--- config.mk ---
export PLATFORM = sky130hd
export DESIGN_NAME = imem_prog
export DESIGN_NICKNAME = d
export VERILOG_FILES = /design/src/rtl/imem_prog.sv
export SDC_FILE = /design/constraint.sdc
export NUM_CORES = 2
export LEC_CHECK = 0
export CORE_UTILIZATION = 48
export DETAILED_ROUTE_END_ITERATION = 10
export PLACE_DENSITY = 0.72
export SLEW_MARGIN = 15
export SYNTH_ARGS = -nofsm -noshare
export SYNTH_HDL_FRONTEND = slang
export SYNTH_SLANG_ARGS = --single-unit
--- constraint.sdc ---
create_clock -name clk -period 4.09 [get_ports clk]
set_input_delay 0.818 -clock clk [delete_from_list [all_inputs] [get_ports clk]]
set_output_delay 0.818 -clock clk [all_outputs]
set_load 0.03 [all_outputs]
--- src/rtl/imem_prog.sv ---
// rtl/imem_prog.sv - synchronous-read instruction memory with little-endian byte-stream program loader
// Optional feature macro: IMEM_PARITY_EN (per-word even parity, checked on fetch)
module imem_prog #(
  parameter int          DEPTH     = 64,
  parameter logic [31:0] NOP_WORD  = 32'h0000_0013,
  parameter              INIT_FILE = ""
) (
  input  logic                       clk,
  input  logic                       rst_n,
  input  logic                       fetch_req,
  input  logic [31:0]                fetch_addr,
  output logic                       fetch_ready,
  output logic                       fetch_rvalid,
  output logic [31:0]                fetch_rdata,
  output logic                       fetch_fault,
  input  logic                       ld_start,
  input  logic [$clog2(DEPTH):0]     ld_len,
  input  logic                       ld_valid,
  input  logic [7:0]                 ld_byte,
  output logic                       ld_ready,
  output logic                       ld_busy,
  output logic                       ld_done
);

  localparam int AW = $clog2(DEPTH);
  localparam int LW = AW + 1;

  typedef enum logic [1:0] {IDLE, LOAD, DONE} state_t;

  state_t state, state_nx;

  logic [31:0] mem [DEPTH];
`ifdef IMEM_PARITY_EN
  logic        par_mem [DEPTH];
`endif

  logic [AW-1:0] ptr;
  logic [1:0]    byte_cnt;
  logic [LW-1:0] len_q;
  // Lanes 0..2 of the word being assembled; lane 3 comes straight from ld_byte
  logic [23:0]   asm_lo;

  logic          byte_acc;
  logic          word_wr;
  logic          last_word;
  logic [31:0]   wr_word;
  logic [LW-1:0] len_eff;

  logic          fetch_acc;
  logic          addr_bad;
  logic          par_bad;
  logic [AW-1:0] fetch_idx;
  logic [31:0]   rd_word;

  assign byte_acc  = ld_valid && ld_ready;
  assign word_wr   = byte_acc && (byte_cnt == 2'd3);
  assign wr_word   = {ld_byte, asm_lo};
  assign last_word = ({1'b0, ptr} == (len_q - LW'(1)));
  // A zero length means the whole memory
  assign len_eff   = (ld_len == '0) ? LW'(DEPTH) : ld_len;

  assign fetch_acc = fetch_req && fetch_ready;
  assign fetch_idx = fetch_addr[AW+1:2];
  assign rd_word   = mem[fetch_idx];
  // Misaligned, or any address bit above the array span set
  assign addr_bad  = (fetch_addr[1:0] != 2'b00) || (|fetch_addr[31:AW+2]);

`ifdef IMEM_PARITY_EN
  assign par_bad = (^rd_word) != par_mem[fetch_idx];
`else
  assign par_bad = 1'b0;
`endif

  // FSM state register
  always_ff @(posedge clk or negedge rst_n) begin
    if (!rst_n) state <= IDLE;
    else        state <= state_nx;
  end

  // FSM next-state logic
  always_comb begin
    state_nx = state;
    case (state)
      IDLE:    if (ld_start) state_nx = LOAD;
      LOAD:    if (word_wr && last_word) state_nx = DONE;
      DONE:    state_nx = IDLE;
      default: state_nx = IDLE;
    endcase
  end

  // FSM outputs
  always_comb begin
    fetch_ready = 1'b0;
    ld_ready    = 1'b0;
    ld_busy     = 1'b0;
    ld_done     = 1'b0;
    case (state)
      IDLE:    fetch_ready = 1'b1;
      LOAD:    begin ld_ready = 1'b1; ld_busy = 1'b1; end
      DONE:    ld_done = 1'b1;
      default: ;
    endcase
  end

  // Loader datapath: length latch, word pointer, byte lane counter, assembly register
  always_ff @(posedge clk or negedge rst_n) begin
    if (!rst_n) begin
      len_q    <= '0;
      ptr      <= '0;
      byte_cnt <= '0;
      asm_lo   <= '0;
    end else if (state == IDLE && ld_start) begin
      len_q    <= len_eff;
      ptr      <= '0;
      byte_cnt <= '0;
    end else if (byte_acc) begin
      byte_cnt <= byte_cnt + 2'd1;
      case (byte_cnt)
        2'd0:    asm_lo[7:0]   <= ld_byte;
        2'd1:    asm_lo[15:8]  <= ld_byte;
        2'd2:    asm_lo[23:16] <= ld_byte;
        default: ;
      endcase
      if (word_wr) ptr <= ptr + AW'(1);
    end
  end

  // Memory write on the fourth byte of each word; the array itself is never reset
  always @(posedge clk) begin
    if (word_wr) begin
      mem[ptr] <= wr_word;
`ifdef IMEM_PARITY_EN
      par_mem[ptr] <= ^wr_word;
`endif
    end
  end

  // Registered fetch response; rdata holds when no request is accepted
  always_ff @(posedge clk or negedge rst_n) begin
    if (!rst_n) begin
      fetch_rvalid <= 1'b0;
      fetch_fault  <= 1'b0;
      fetch_rdata  <= NOP_WORD;
    end else begin
      fetch_rvalid <= fetch_acc;
      if (fetch_acc) begin
        if (addr_bad || par_bad) begin
          fetch_rdata <= NOP_WORD;
          fetch_fault <= 1'b1;
        end else begin
          fetch_rdata <= rd_word;
          fetch_fault <= 1'b0;
        end
      end else begin
        fetch_fault <= 1'b0;
      end
    end
  end

endmodule

# Word-level counts from Yosys, hierarchy flattened
# Memories as Yosys holds them, arrays and structs flattened.
# Cells that the tools add are included.
# classes
n_addsub,3
n_eq_ne,8
muxes,17
n_bitwise,1
reduce_logical,18
# op_table
operator,n
2-to-1 mux 32 bit,1
OR reduction 24 bit,1
2-to-1 mux 6 bit,3
AND reduction 3 bit,3
2-to-1 mux 2 bit,4
== test 6 x 7 -> 1 bit,1
zero test 7 bit,1
2-to-1 mux 1 bit,7
2-to-1 mux 7 bit,1
subtractor 7 x 1 -> 7 bit (second input constant),1
adder 6 x 1 -> 6 bit (second input constant),1
== test 2 bit (second input constant),3
nonzero test 2 bit,3
logical AND 1 bit,5
== test 2 x 1 -> 1 bit (second input constant),2
zero test 2 bit,2
!= test 2 bit (second input constant),2
one-hot mux 2 bit (2 select lines),1
AND reduction 2 bit,2
adder 2 x 1 -> 2 bit (second input constant),1
logical OR 1 bit,1
inverter 1 bit,1
# word_totals
regBits,75
ram_bits,2048
input_bits,52
output_inout_bits,38
elab_cells,58
memories,1
# memory_table
memory,depth,width,read_ports,rd_ports_with_merged_regs,wr,line_no,source
mem,64,32,1,0,1,32,logic [31:0] mem [DEPTH];

# Depth between registers and ports, before layout
# logic_depth
ltp_word,7
mapped_depth,10
depth_no_buf,7

# Worst setup path before layout
# No wires, ideal clock.
# synth_timing
kind,input port to flip-flop
start,input ld_valid
end,"memory mem[63][0], enable pin"
setup_ns,0.421
arrival_time_ns,3.104
setup_slack_ns,0.564
cell_stages,6
cell_sequence,and3b_1 > clkbuf_1 > and3_1 > nand2_1 > clkbuf_1 > nor2_1
# synth_via
elab_chain_len,4
# synth_lines
element,line_no,source
"start, declared",18,"input logic ld_valid,"
logical AND 1 bit,55,assign byte_acc = ld_valid && ld_ready;
logical AND 1 bit,56,assign word_wr = byte_acc && (byte_cnt == 2'd3);
2-to-1 mux 1 bit,130,if (word_wr) begin
2-to-1 mux 1 bit (not written as such),131,mem[ptr] <= wr_word;
"end, declared",32,
# Every way passes these cells.

# Worst setup path after layout
# layout_timing
start,input fetch_addr[2]
end,register fetch_rdata[31]
# layout_via
elab_chain_len,2
# layout_lines
element,line_no,source
"start, declared",11,"input logic [31:0] fetch_addr,"
memory read (64 x 32 bit),--,
2-to-1 mux 32 bit,147,if (addr_bad || par_bad) begin
"end signal, assigned",151,fetch_rdata <= rd_word;
"end, declared",14,"output logic [31:0] fetch_rdata,"
# Every way passes these cells.
# A chain may end at the register's enable or synchronous reset.

==> out/metrics.csv <==
metric,value,unit
status,finished clean,
"Data required, critical path",4.77,ns
Reg2Reg Depth,7,
"Seq/Total Area, Yosys",0.781,
global-route usage over all layers,0.243,
Initial Utilization,0.485,
CP arrival,3.93,ns
first-pass GRT wire length,290000,um
most frequent cells in the layout,"edfxtp_1 (2048), mux4_2 (590), clkbuf_16 (201), buf_4 (144), clkdlybuf4s50_1 (74)",
Setup crit start kind,primary input,
CTS root buf,clkbuf_16,
Post-Syn Area,0.0811,mm2
Synth Register Bits,2123,
top cell type by total area after synthesis,edfxtp_1,
Slew HR,0.230,
largest net degree at the start of global routing,86,
Worst Setup End Kind,flop,
CTS sink cnt,2123,
Final Cycle Share,0.795,
TritonCTS clock tree,yes,
average size of a mapped cell,23.6,um2
WP depth,9,
Slew @ Worst Pin,1.15,ns
Hold Crit Class,primary input to asynchronous set/reset pin,
critical path peak fanout,32,
skew final,0.0202,ns
CTS Hold Bufs,0,
area post-placement,0.0868,mm2
die area,0.171,mm2
Syn Inst Count,3434,
share of cells above drive strength 1,0.313,
Avg WL per Cell,33.3,um
die height,413,um
chip width,413,um
core outline area,0.167,mm2
vias in the first global route,39500,
via count,39100,
CP max stage cell,mux4_2,
Max Slew Vio Count,0,
Synth cell types,57,
Starting DRT DRC Count,5510,
initial antenna violation count,15,
Yosys warning total,0,
Syn Nets,3492,
post-detail-place hpwl,115000,um
leakage dissipation,0.0291,uW
postcts setup bufs,0,
crit-path leading delay family,compound AO/OA/AOI/OAI gates,
worst hold margin,0.106,ns
I/O pin count,90,
drt total wl,204000,um
Antenna Nets Post-Route,0,
Placer Congestion,0.809,
Skew-Pair Late Insertion Delay,0.83,ns
CTS max path bufs,3,
Rows,150,
"most common cell after layout, fill and taps aside",edfxtp_1,
RSZ-0062 raised after global routing,no,
nets@finish,3804,
Pre-Repair DR Iteration Count,6,
asr flop ratio synth,0.0353,
post-route cell area,0.0932,mm2
post-layout util,0.557,
fill count,11900,
vias per cell,6.39,
area delta synth->final,14.9,%
Clock Pin Slew Worst Setup and Hold Paths,0.07,ns
Resized cells post-CTS,0,
VDD IR max,0.487,mV
grt ovf,0,
total power divided by cell area,535,mW/mm2
Max Cap Viol,0,
Critical Setup Path Class,primary input to flop,
CP Buf/Inv Count,4,
Port Buffers,89,
dominant cells by area after synthesis,"edfxtp_1 (76%), mux4_2 (16%), dfrtp_1 (2.2%)",
Final Setup Violations,0,
slowest cell delay on critical path,0.52,ns
H-tree depth,4,
"EDFF count, synth",2048,
crit-path cells,"buf_8, buf_12, buf_4, buf_4, mux4_2, a221oi_1, o21ai_1, o21ai_1, o31ai_1",
total CTS buffers,195,
fin crit period,3.25,ns
Fin. Hold Viols,0,
DRC viols,0,
share of the synthesized area in the top cell type,0.758,
fmax,0.308,GHz
"Top FF cell, synth",edfxtp_1,
==> power breakdown <==
part | internal, uW | switching [uW]
clock network | 10300 | 7850
logic | 1130 | 1890
registers | 26600 | 2080
total | 38100 | 11800
==> stage by stage <==
stage	setup TNS (ns)	std cells	worst slack [ns]	total power [uW]
6_report	0	6124	0.840	49900
5_1_grt	0	6121	0.683	51200
4_1_cts	0	6119	0.851	50000
3_5_place_dp	-0.0154	5752	-0.0154	32200
3_3_place_gp	-0.0297	5752	-0.0297	32000
2_1_floorplan	0	3434	0.564	29900
==> cells by family (layout without fill, tap and decap cells) <==
group / after synthesis / after routing / share of synthesized area
other: 0 / 4 / 0
buffers and inverters: 198 / 680 / 0.0122
DFF: 2123 / 2123 / 0.781
muxes: 678 / 678 / 0.175
and+or+nand+nor: 224 / 224 / 0.0129
xor gates and xnor gates: 11 / 11 / 0.00119
AOI/OAI and AO/OA: 194 / 194 / 0.0163
adders and majority gates: 6 / 6 / 0.000925
==> synthesized netlist by cell type (all sizes together), types with 28 or more instances <==
cell type,n
dfrtp,72
a221oi,28
a211oi,33
mux2,37
nor2,88
nand2,54
o31ai,29
clkbuf,64
edfxtp,2048
buf,122
mux4,590
o21ai,64
nor2b,34
mux2i,51
==> registers in the layout (all words and copies together) (netlist names), 2 cells and up <==
signal	flops
ptr	6
fetch_rdata	32
mem	2048
len_q	7
state	2
byte_cnt	2
asm_lo	24
==> final timing paths <==
path                               start         endpoint  slack [ns]
max                        fetch_addr[2]  fetch_rdata[31]        0.84
min                                rst_n         len_q[1]        0.11
max reg2reg                  byte_cnt[0]      mem[58][23]        1.24
min reg2reg                   asm_lo[22]       asm_lo[22]        0.53
max in group asynchronous          rst_n   fetch_rdata[9]        2.88
min in group clk              asm_lo[22]       asm_lo[22]        0.53
==> worst reg2reg max path, cell delays in order (launching register included) <==
cell      delay (ns)
dfrtp_1         0.41
ha_1            0.25
nand4b_1        0.26
nor2_1          0.34
nand2_1         0.39
buf_4           0.33
nor2_4          0.12
buf_4           0.39
==> metal layers <==
layer | wire length [um] | global-route usage | up-vias
li1 | - | - | 15400
met3 | 25500 | 0.0717 | 324
met4 | 4490 | 0.0611 | 12
met1 | 77100 | 0.338 | 21000
met5 | 93 | 0 | -
met2 | 97100 | 0.378 | 2396
==> area by class of cell <==
| cell class | instances | area [um2] | area share |
|---|---|---|---|
| sequential | 2123 | 63400 | 0.680 |
| multi-input combinational | 1113 | 17200 | 0.185 |
| clock buffer | 263 | 5390 | 0.0578 |
| timing repair buffer | 301 | 3380 | 0.0363 |
| tap | 2204 | 2760 | 0.0296 |
| clock inverter | 104 | 982 | 0.0105 |
| inverter | 12 | 47.5 | 0.000510 |
| antenna | 4 | 10.0 | 0.000107 |
(Power assumes the default switching activity.)
